===== config.mk =====
export PLATFORM = sky130hd
export DESIGN_NAME = comet_ii_prog_loader
export DESIGN_NICKNAME = d
export VERILOG_FILES = /design/src/rtl/comet_ii_prog_loader.sv
export SDC_FILE = /design/constraint.sdc
export NUM_CORES = 1
export LEC_CHECK = 0
export ABC_AREA = 1
export CAP_MARGIN = 5
export CORE_ASPECT_RATIO = 1.75
export CORE_MARGIN = 4
export CORE_UTILIZATION = 56
export CTS_BUF_LIST = sky130_fd_sc_hd__clkbuf_2
export DETAILED_ROUTE_END_ITERATION = 12
export PLACE_DENSITY = 0.82
export SYNTH_ARGS = -nofsm -noshare
export SYNTH_HDL_FRONTEND = slang
export SYNTH_SLANG_ARGS = --single-unit

===== constraint.sdc =====
create_clock -name mclk -period 1.9 [get_ports mclk]
set_input_delay 0.38 -clock mclk [delete_from_list [all_inputs] [get_ports mclk]]
set_output_delay 0.38 -clock mclk [all_outputs]
set_load 0.02 [all_outputs]

===== src/rtl/comet_ii_prog_loader.sv =====
// Boot-time program loader: parses a framed host byte stream into 16-bit RAM
// writes, then hands the RAM write port to the CPU and releases cpu_init.
module comet_ii_prog_loader #(
  parameter logic [7:0] SYNC_BYTE = 8'hA5,
  parameter int         DATA_W    = 16
) (
  input  logic              mclk,
  input  logic              init,
  input  logic              in_valid,
  input  logic [7:0]        in_data,
  output logic              in_ready,
  input  logic              cpu_we,
  input  logic [15:0]       cpu_waddr,
  input  logic [DATA_W-1:0] cpu_wdata,
  output logic              mem_we,
  output logic [15:0]       mem_waddr,
  output logic [DATA_W-1:0] mem_wdata,
  output logic              cpu_init,
  output logic              done,
  output logic              err
);

  typedef enum logic [3:0] {
    IDLE, ADDR_H, ADDR_L, CNT_H, CNT_L, DATA_H, DATA_L, CSUM, DONE, ERR
  } state_t;

  state_t            state_reg, state_next;
  logic [15:0]       addr_reg, cnt_reg;
  logic [7:0]        csum_reg, hi_reg;
  logic              loader_we_reg;
  logic [15:0]       waddr_reg;
  logic [DATA_W-1:0] wdata_reg;
  logic              in_ready_reg, done_reg, err_reg, cpu_init_reg;
  logic              xfer;
  logic              csum_byte;

  assign xfer = in_valid && in_ready_reg;

  // Header and data bytes contribute to the checksum; SYNC and CSUM do not.
  assign csum_byte = (state_reg == ADDR_H) || (state_reg == ADDR_L) ||
                     (state_reg == CNT_H)  || (state_reg == CNT_L)  ||
                     (state_reg == DATA_H) || (state_reg == DATA_L);

  always_ff @(posedge mclk or negedge init) begin
    if (!init) state_reg <= IDLE;
    else       state_reg <= state_next;
  end

  always_comb begin
    state_next = state_reg;
    if (xfer) begin
      case (state_reg)
        IDLE:    if (in_data == SYNC_BYTE) state_next = ADDR_H;
        ADDR_H:  state_next = ADDR_L;
        ADDR_L:  state_next = CNT_H;
        CNT_H:   state_next = CNT_L;
        CNT_L:   state_next = ({cnt_reg[15:8], in_data} == 16'd0) ? CSUM : DATA_H;
        DATA_H:  state_next = DATA_L;
        DATA_L:  state_next = (cnt_reg == 16'd1) ? CSUM : DATA_H;
        CSUM:    state_next = (in_data == csum_reg) ? DONE : ERR;
        default: state_next = state_reg;
      endcase
    end
  end

  always_ff @(posedge mclk or negedge init) begin
    if (!init) begin
      addr_reg      <= '0;
      cnt_reg       <= '0;
      csum_reg      <= '0;
      hi_reg        <= '0;
      loader_we_reg <= 1'b0;
      waddr_reg     <= '0;
      wdata_reg     <= '0;
      in_ready_reg  <= 1'b0;
      done_reg      <= 1'b0;
      err_reg       <= 1'b0;
      cpu_init_reg  <= 1'b0;
    end else begin
      loader_we_reg <= 1'b0;
      in_ready_reg  <= !((state_next == DONE) || (state_next == ERR));
      done_reg      <= (state_next == DONE);
      err_reg       <= (state_next == ERR);
      cpu_init_reg  <= (state_next == DONE);
      if (xfer) begin
        if (csum_byte) csum_reg <= csum_reg ^ in_data;
        case (state_reg)
          IDLE: begin
            if (in_data == SYNC_BYTE) begin
              csum_reg <= '0;
              addr_reg <= '0;
              cnt_reg  <= '0;
            end
          end
          ADDR_H: addr_reg[15:8] <= in_data;
          ADDR_L: addr_reg[7:0]  <= in_data;
          CNT_H:  cnt_reg[15:8]  <= in_data;
          CNT_L:  cnt_reg[7:0]   <= in_data;
          DATA_H: hi_reg         <= in_data;
          DATA_L: begin
            // Strobe lands one cycle after the low byte; address wraps naturally.
            loader_we_reg <= 1'b1;
            waddr_reg     <= addr_reg;
            wdata_reg     <= {hi_reg, in_data};
            addr_reg      <= addr_reg + 16'd1;
            cnt_reg       <= cnt_reg - 16'd1;
          end
          default: ;
        endcase
      end
    end
  end

  // Once loaded the CPU owns the RAM write port with no added latency.
  always_comb begin
    in_ready  = in_ready_reg;
    done      = done_reg;
    err       = err_reg;
    cpu_init  = cpu_init_reg;
    mem_we    = loader_we_reg;
    mem_waddr = waddr_reg;
    mem_wdata = wdata_reg;
    if (done_reg) begin
      mem_we    = cpu_we;
      mem_waddr = cpu_waddr;
      mem_wdata = cpu_wdata;
    end
  end

endmodule


==> flow_metrics.tcl, run 1 <==
set metrics [dict create \
    crit_path_start "cpu_init$_DFF_PN0_" \
    maxCapViolations 0 \
    period_share_pct 114 \
    rows 46 \
    yosys-mux-area-fraction_pct 0.213 \
    min_period_ps 2160 \
    hold_viol 0 \
    dpl.cell_count 962 \
    drc 0 \
    pwr-share-seq_pct 55.0 \
    detail_route.wl_per_cell_um 17.6 \
    setup_viol 35 \
    vias 5593 \
    fill_cells 638 \
    routed_wl_mm 17.4 \
    cts_buffer_depth 2 \
    final.setup.tns_ps -6680 \
    crit_buf_inv 3 \
    dp_slack_ps -158 \
    ir_worst_vdd_v 0.000408 \
    layout.nets 908 \
    p_sw_share_pct 24.5 \
    p_int_w 0.00258 \
    fmax_ghz 0.464 \
    drtAntennaViolNets 0 \
    synth-xor-area-share_pct 0.166 \
    design.core.area_mm2 0.00915 \
    place_hpwl_mm 11.0 \
    synth_top_family_by_area "simple AND/OR/NAND/NOR gates" \
    synth_top_area_share_pct 41.7 \
    yosysMostFrequentCell "nand2_1" \
    worst_pin_slew_ps 543 \
    cp_cell_sequence "buf_12 -> buf_12 -> nand2_1 -> o21ai_4 -> buf_6" \
    numCtsBuffers 9 \
    synth_seq_cells 88 \
    synth-main-ff-cell "dfrtp_1" \
    globalplace.congestion 0.909 \
    crit_path_end "mem_wdata[7]" \
    areaGrowthSynthToFinish_pct 34.3 \
    failed_checks "setup timing" \
    syn_area_mm2 0.00528 \
    synth_top_cell_by_area "dfrtp_1" \
    end_kind "output pin" \
    synth-compound-area-share_pct 15.7 \
    power.density_mw_per_mm2 482 \
    timing.critical_path.from_type "register" \
    synthAdderAreaFrac_pct 0.712 \
    worstSetupPathType "register to output pin" \
    fin_ws_ps -257 \
    drive_above_1_share_pct 20.4 \
    synth_edf_count 0 \
    cts.clk_slew.worst_paths_ps 240 \
    worstPathMaxFanout 15 \
    fp.dieW_um 81.4 \
    p_clk_share_pct 38.0 \
    finalPower_w 0.00342 \
    rr_startpoint "addr_reg[1]$_DFFE_PN0P_" \
    dr.pass1.iters 6 \
    fin_skew_ps 41.4 \
    cts-root-buf "clkbuf_2" \
    synth_area_leaders "dfrtp_1 42%, nand2_1 16%, o21ai_0 10%" \
    grt_pass1_wl_mm 25.1 \
    slew_headroom_pct 63.5 \
    die_h_um 136 \
    grt_max_degree 66 \
    cts.sinks 88 \
    io_pins 81 \
    cpLargestDelayFamily "flip-flops" \
    syn-num-nets 801 \
    r2r_slack_ps 100 \
    drt_iter0_drc 409 \
    grt_overflow 0 \
    rsz0062_at_grt "true" \
    antenna_found_initial 0 \
    cp.depth 5 \
    leakage_nw 3.27 \
    critPathArrivalTime_ps 1780 \
    critPathSlowestCell "dfrtp_2" \
    slew_violations 0 \
    crit_top_cell "buf_12" \
    max_stage_delay_ps 530 \
    status "finished with violations" \
    synthTopCellsByCount "219 x nand2_1, 105 x o21ai_0, 103 x inv_1, 88 x dfrtp_1, 77 x nor2_1" \
    start_util_pct 57.6 \
    power_frac_comb_pct 7.0 \
    dieArea_mm2 0.0111 \
    reg2reg_to "addr_reg[10]$_DFFE_PN0P_" \
    synth_simple_gate_area_share_pct 30.5 \
    port_buffers 80 \
    p_sw_w 0.000839 \
    grtUsageTotal_pct 29.7 \
    final_cells 987 \
    async_flop_share_pct 100 \
    syn_area_per_cell_um2 7.00 \
    ys_warn_count 0 \
    min_path_type "primary input to asynchronous set/reset pin" \
    postSynthCellCount 754 \
    crit_required_ps 1520 \
    worstRegToRegCells 7 \
    cts_tree "yes" \
    synth_cell_type_count 35 \
    grt_pass1_vias 5435 \
    ys_seq_area_share_pct 41.7 \
    ctsHtreeMaxLevel 3 \
    clk_latency_ps 600 \
    viasPerCell 5.67 \
]
[worst register-to-register path: stages (launching register included)]
cell	delay, ps
dfrtp_1	490
ha_1	220
nand3_1	180
nor2_2	220
nand2_1	120
o21ai_0	210
nand3_1	120
a21boi_1	170
[final cells by class]
| cell class | count | area (um^2) | area share (%) |
|---|---|---|---|
| Multi-Input combinational cell | 531 | 2820 | 39.8 |
| Sequential cell | 88 | 2210 | 31.1 |
| Timing Repair Buffer | 121 | 1320 | 18.6 |
| Inverter | 110 | 414 | 5.84 |
| Tap cell | 120 | 150 | 2.12 |
| Clock inverter | 7 | 125 | 1.77 |
| Clock buffer | 9 | 45.0 | 0.636 |
| Antenna cell | 1 | 2.50 | 0.0353 |
[kinds of logic after synthesis]
family,count (synthesis)
buf+inv,135
compound gates,151
xor+xnor,1
flops,88
mux,1
simple gates,375
fa+ha+maj,3
[placed cells by master, fill, tap and decap left out, types with 4 or more instances in the layout]
cell,n
a21boi_1,9
a21oi_1,11
buf_12,6
buf_4,32
buf_6,32
clkbuf_2,9
clkdlybuf4s50_1,42
dfrtp_1,85
inv_1,103
inv_2,6
nand2_1,202
nand2_2,20
nand3_1,41
nand4_1,8
nor2_1,75
nor2_4,4
nor3_1,12
o21ai_0,72
o21ai_1,15
o21ai_2,14
o21ai_4,19
o22ai_1,5
[per-layer routing]
layer  global-route usage (%)  part of all wire, %  vias up  routed length, um
li1                         -                    -     2600                  -
met1                     30.0                   33     2638               5780
met2                     55.9                   54      271               9330
met3                     4.05                  6.2       84               1080
met4                     16.7                  6.8        0               1170
met5                        0                    0        -                  0
[how the worst min path moves through the flow]
stage          start                 endpoint  slack (ps)  depth (start not counted)
2_1_floorplan   init  addr_reg[0]$_DFFE_PN0P_          80                          0
3_3_place_gp    init   cnt_reg[8]$_DFFE_PN0P_         340                          1
3_5_place_dp    init   cnt_reg[8]$_DFFE_PN0P_         350                          1
4_1_cts         init   cnt_reg[8]$_DFFE_PN0P_         210                          2
5_1_grt         init   cnt_reg[8]$_DFFE_PN0P_         260                          2
6_report        init   cnt_reg[8]$_DFFE_PN0P_         240                          2
[what timing repair did]
action / CTS / global route
gates cloned: 3 / 2
pin swaps: 4 / 18
setup endpoints to repair: 37 / 49
buffers inserted: 2 / 0
gates resized for setup: 285 / 71
endpoints found under the hold margin: 30 / 0
hold buffers: 1 / 0
[power groups by stage]
| stage | Combinational [W] | Clock, W | Sequential, W |
|---|---|---|---|
| after CTS | 0.000234 | 0.00130 | 0.00188 |
| final | 0.000240 | 0.00130 | 0.00188 |
| after global placement | 0.000226 | 0 | 0.00191 |
| after global routing | 0.000256 | 0.00138 | 0.00188 |
| after floorplan | 0.0000336 | 0 | 0.00191 |
| after detailed placement | 0.000229 | 0 | 0.00191 |
[metrics by stage]
stage	utilization [%]	hold WS [ps]	cell area (um^2)
after CTS	73.7	209	6740
after detailed placement	69.7	347	6370
after floorplan	-	84.4	5280
final	77.4	237	7090
after global routing	77.4	261	7080
after global placement	69.7	343	6370
Note: power is estimated with default switching activity, not from simulation.
==> inputs of run 2 (changes only) <==
Settings changed: CELL_PAD_IN_SITES_DETAIL_PLACEMENT set to 0, CELL_PAD_IN_SITES_GLOBAL_PLACEMENT set to 1, CORE_UTILIZATION 56 to 40, HOLD_SLACK_MARGIN set to 0.1, PLACE_DENSITY 0.82 to unset, PLACE_DENSITY_LB_ADDON set to 0.1.
==> run 2 against run 1 <==
  * The run still ends with setup timing left
  * Clock power is 31% lower
  * Sequential power hardly changed
  * Power is 12% lower
  * Critical path depth is 2 lower
  * Register-to-register slack better by 80 ps
  * Count of clock-buffer cells in the layout stayed put
  * Core utilization is 25 points lower
  * Highest routed layer unchanged
==> flow_metrics.tcl, run 2 (synthesis gave the netlist of run 1 again) <==
set metrics [dict create \
    setup_viol 33 \
    crit_buf_inv 2 \
    hold_ws_ps 252 \
    crit_required_ps 1520 \
    maxCapViolations 0 \
    worstPathMaxFanout 5 \
    cpLargestDelayFamily "flip-flops" \
    power.density_mw_per_mm2 445 \
    fin_skew_ps 25.8 \
    r2r_slack_ps 180 \
    fill_cells 1324 \
    rr_startpoint "state_reg[3]$_DFF_PN0_" \
    start_util_pct 40.8 \
    numCtsBuffers 9 \
    ctsHtreeMaxLevel 3 \
    layout_commonest_cell "nand2_1" \
    drtAntennaViolNets 0 \
    clk_latency_ps 600 \
    finalPower_w 0.00301 \
    fp.dieW_um 94.8 \
    critPathSlowestCell "dfrtp_2" \
    min_path_type "primary input to asynchronous set/reset pin" \
    crit_path_start "cpu_init$_DFF_PN0_" \
    grt_overflow 0 \
    rows 55 \
    drive_above_1_share_pct 18.0 \
    status "finished with violations" \
    stdcell_area_mm2 0.00677 \
    final_cells 1041 \
    seq_area_mm2 0.00220 \
    grt_pass1_vias 5113 \
    cp_cell_sequence "buf_12 -> mux2_4 -> buf_6" \
    dieArea_mm2 0.0152 \
    worstRegToRegCells 8 \
    cts_buffer_depth 2 \
    die_h_um 160 \
    design.core.area_mm2 0.0129 \
    dr.pass1.iters 7 \
    hold_viol 0 \
    critPathArrivalTime_ps 1740 \
    cts_tree "yes" \
    final.setup.tns_ps -4860 \
    grtUsageTotal_pct 20.9 \
    period_share_pct 112 \
    failed_checks "setup timing" \
    routed_wl_mm 15.1 \
    areaGrowthSynthToFinish_pct 28.3 \
    port_buffers 80 \
    antenna_found_initial 1 \
    slew_violations 0 \
    grt_pass1_wl_mm 24.8 \
    grt_max_degree 66 \
    vias 5103 \
    post_dp_cell_area_mm2 0.00648 \
    place_hpwl_mm 11.3 \
    timing.critical_path.from_type "register" \
    drt_iter0_drc 250 \
    cts-root-buf "clkbuf_2" \
    reg2reg_to "addr_reg[6]$_DFFE_PN0P_" \
    worstSetupPathType "register to output pin" \
    slew_headroom_pct 58.9 \
    end_kind "output pin" \
    multi_input_area_mm2 0.00268 \
    most-common-layout-cells "209 x nand2_1, 103 x inv_1, 86 x dfrtp_1, 80 x o21ai_0, 76 x nor2_1" \
    fin_ws_ps -221 \
    fmax_ghz 0.471 \
    min_period_ps 2120 \
    max_stage_delay_ps 550 \
    drc 0 \
    cts.clk_slew.worst_paths_ps 260 \
    globalplace.congestion 0.855 \
    leakage_nw 3.16 \
    io_pins 81 \
    viasPerCell 4.90 \
    rsz0062_at_grt "true" \
    layout.nets 911 \
    cts.sinks 88 \
    detail_route.wl_per_cell_um 14.5 \
    dpl.cell_count 1020 \
    worst_pin_slew_ps 611 \
    ir_worst_vdd_v 0.000316 \
]
run 2: power by group:
group	leakage, nW	switching [W]	internal, W	total, W
logic	2.19	0.000120	0.000117	0.000237
clock network	0.0625	0.000714	0.000185	0.000899
registers	0.908	0	0.00188	0.00188
run 2: final cells by class:
class / instances / area share [%]
Clock buffer: 9 / 0.665
Tap cell: 171 / 3.16
Antenna cell: 1 / 0.0370
Inverter: 110 / 6.12
Sequential cell: 88 / 32.6
Multi-Input combinational cell: 531 / 39.5
Clock inverter: 7 / 0.832
Timing Repair Buffer: 124 / 17.1
run 2: how the worst max path moves through the flow:
| stage | to | slack, ps | depth (start not counted) |
|---|---|---|---|
| 6_report | mem_we | -220 | 3 |
| 4_1_cts | mem_we | -260 | 3 |
| 3_3_place_gp | cnt_reg[12]$_DFFE_PN0P_ | -150 | 11 |
| 2_1_floorplan | mem_waddr[10] | 160 | 3 |
| 3_5_place_dp | cnt_reg[12]$_DFFE_PN0P_ | -170 | 11 |
| 5_1_grt | mem_waddr[9] | -320 | 5 |
run 2: through the flow:
step | setup WS, ps | util [%]
after detailed placement | -175 | 50.1
after floorplan | 161 | -
after global routing | -321 | 52.3
after global placement | -149 | 50.1
after CTS | -263 | 50.9
final | -221 | 52.3
run 2: worst register-to-register path: cells and delay by family, from the launching register on:
family	cells	cell delay [ps]
buf+inv	2	350
flops	1	510
simple gates	4	590
compound gates	2	180
run 2: what timing repair did:
action / 4_1_cts / 5_1_grt
pin swaps: 2 / 3
hold buffers: 1 / 0
resized for setup: 235 / 53
buffers inserted: 3 / 0
hold endpoints to repair: 51 / 0
cloned: 1 / 0
setup endpoints to repair: 37 / 38
run 2: routing by layer:
metal	up-vias	global-route usage, %	part of all wire [%]
met5	-	0	0
met4	0	11.5	5.2
met3	54	3.39	4.5
met2	128	36.2	50
met1	2314	24.0	40
li1	2607	-	-
==> inputs of run 3 (changes only) <==
Settings changed: SKIP_LAST_GASP set to 1.
==> run 3 against run 2 <==
  * The flow still finishes with violations (setup timing)
  * Design area is 0.11% lower
  * Sequential power is essentially flat
  * Maximum frequency rose by 0.21%
  * Core utilization is 0.058 points lower
  * Via count hardly changed
  * Clock skew shrank 3.4 ps
  * First-iteration DRC count fell by 8.4%
  * Non-clock buffer count unchanged
  * Highest routed layer unchanged
  * Clock power hardly changed
  * Global-route usage increased by 0.058 points
  * Largest cell class unchanged
  * Flip-flop and latch count did not move
  * Register-to-register slack improved by 20 ps
==> flow_metrics.tcl, run 3 (synthesis gave the netlist of run 1 again) <==
set metrics [dict create \
    status "finished with violations" \
    failed_checks "setup timing" \
    final.setup.tns_ps -4860 \
    grt_pass1_wl_mm 24.9 \
    min_path_type "primary input to asynchronous set/reset pin" \
    fmax_ghz 0.472 \
    vias 5108 \
    viasPerCell 4.91 \
    end_kind "output pin" \
    cts.sinks 88 \
    worstRegToRegCells 8 \
    layout.nets 911 \
    crit_required_ps 1520 \
    fp.dieW_um 94.8 \
    cts.clk_slew.worst_paths_ps 260 \
    drc 0 \
    hold_viol 0 \
    cts_tree "yes" \
    ctsHtreeMaxLevel 3 \
    reg2reg_to "addr_reg[6]$_DFFE_PN0P_" \
    drive_above_1_share_pct 17.8 \
    areaGrowthSynthToFinish_pct 28.2 \
    globalplace.congestion 0.855 \
    timing.critical_path.from_type "register" \
    rsz0062_at_grt "true" \
    port_buffers 80 \
    dpl.cell_count 1020 \
    io_pins 81 \
    critPathArrivalTime_ps 1740 \
    fin_skew_ps 22.4 \
    grtUsageTotal_pct 21.0 \
    r2r_slack_ps 200 \
    power.density_mw_per_mm2 445 \
    cts_buffer_depth 2 \
    slew_violations 0 \
    grt_max_degree 66 \
    layout_commonest_cell "nand2_1" \
    start_util_pct 40.8 \
    antenna_found_initial 1 \
    setup_viol 35 \
    detail_route.wl_per_cell_um 14.5 \
    numCtsBuffers 9 \
    maxCapViolations 0 \
    place_hpwl_mm 11.3 \
    die_h_um 160 \
    most-common-layout-cells "209 x nand2_1, 103 x inv_1, 86 x dfrtp_1, 80 x o21ai_0, 76 x nor2_1" \
    multi_input_area_mm2 0.00267 \
    crit_path_start "cpu_init$_DFF_PN0_" \
    design.core.area_mm2 0.0129 \
    grt_overflow 0 \
    drt_iter0_drc 229 \
    routed_wl_mm 15.1 \
    min_period_ps 2120 \
    ir_worst_vdd_v 0.000316 \
    rr_startpoint "state_reg[3]$_DFF_PN0_" \
    leakage_nw 3.14 \
    period_share_pct 111 \
    cts-root-buf "clkbuf_2" \
    worstSetupPathType "register to output pin" \
    dieArea_mm2 0.0152 \
    slew_headroom_pct 62.5 \
    seq_area_mm2 0.00220 \
    worst_pin_slew_ps 558 \
    fin_ws_ps -217 \
    drtAntennaViolNets 0 \
    clk_latency_ps 590 \
    final_cells 1041 \
    crit_path_end "mem_we" \
    worstPathMaxFanout 5 \
    dr.pass1.iters 5 \
    rows 55 \
    fill_cells 1322 \
    grt_pass1_vias 5136 \
]
[run 3: worst min path at each step]
stage,cells past startpoint,start,endpoint
after floorplan,0,init,addr_reg[0]$_DFFE_PN0P_
after global placement,1,init,wdata_reg[11]$_DFFE_PN0P_
after detailed placement,1,init,wdata_reg[11]$_DFFE_PN0P_
after CTS,2,init,wdata_reg[11]$_DFFE_PN0P_
after global routing,2,init,wdata_reg[11]$_DFFE_PN0P_
final,2,init,wdata_reg[11]$_DFFE_PN0P_
[run 3: routing by layer]
| layer | up-vias | global-route usage (%) | part of all wire [%] |
|---|---|---|---|
| met5 | - | 0 | 0 |
| met1 | 2291 | 24.0 | 40 |
| met3 | 54 | 3.39 | 4.6 |
| met2 | 149 | 36.4 | 50 |
| li1 | 2614 | - | - |
| met4 | 0 | 11.5 | 5.1 |
[run 3: worst max-delay path, cell delays in order, from the launching register on]
cell	delay, ps
dfrtp_2	560
buf_12	170
mux2_4	290
buf_6	130
[run 3: final cells by class]
class / instances / area share (%)
inverters: 110 / 6.13
clock inverters: 7 / 0.833
clock buffers: 9 / 0.666
well taps: 171 / 3.16
diodes: 1 / 0.0370
multi-input cells: 531 / 39.5
repair buffers: 124 / 17.0
flip-flops and latches: 88 / 32.6
[run 3: power breakdown]
group / leakage [nW] / internal [W] / switching (W)
logic: 2.17 / 0.000117 / 0.000119
clock network: 0.0625 / 0.000185 / 0.000712
registers: 0.908 / 0.00188 / 0
[run 3: repair_timing]
action	4_1_cts	5_1_grt
cloned	1	0
endpoints found under the hold margin	51	0
endpoints found under the setup margin	37	38
gates resized for setup	221	58
hold buffers	1	0
pin swaps	2	3
setup buffers	3	0
[run 3: metrics by stage]
step / instance area (um^2) / hold WS, ps / setup WS, ps / power (W) / utilization [%]
floorplan: 5280 / 84.4 / 161 / 0.00194 / -
global placement: 6480 / 387 / -149 / 0.00214 / 50.1
global route: 6760 / 246 / -321 / 0.00315 / 52.3
detailed placement: 6480 / 391 / -175 / 0.00214 / 50.1
CTS: 6580 / 254 / -263 / 0.00305 / 50.9
finish: 6760 / 257 / -217 / 0.00301 / 52.3
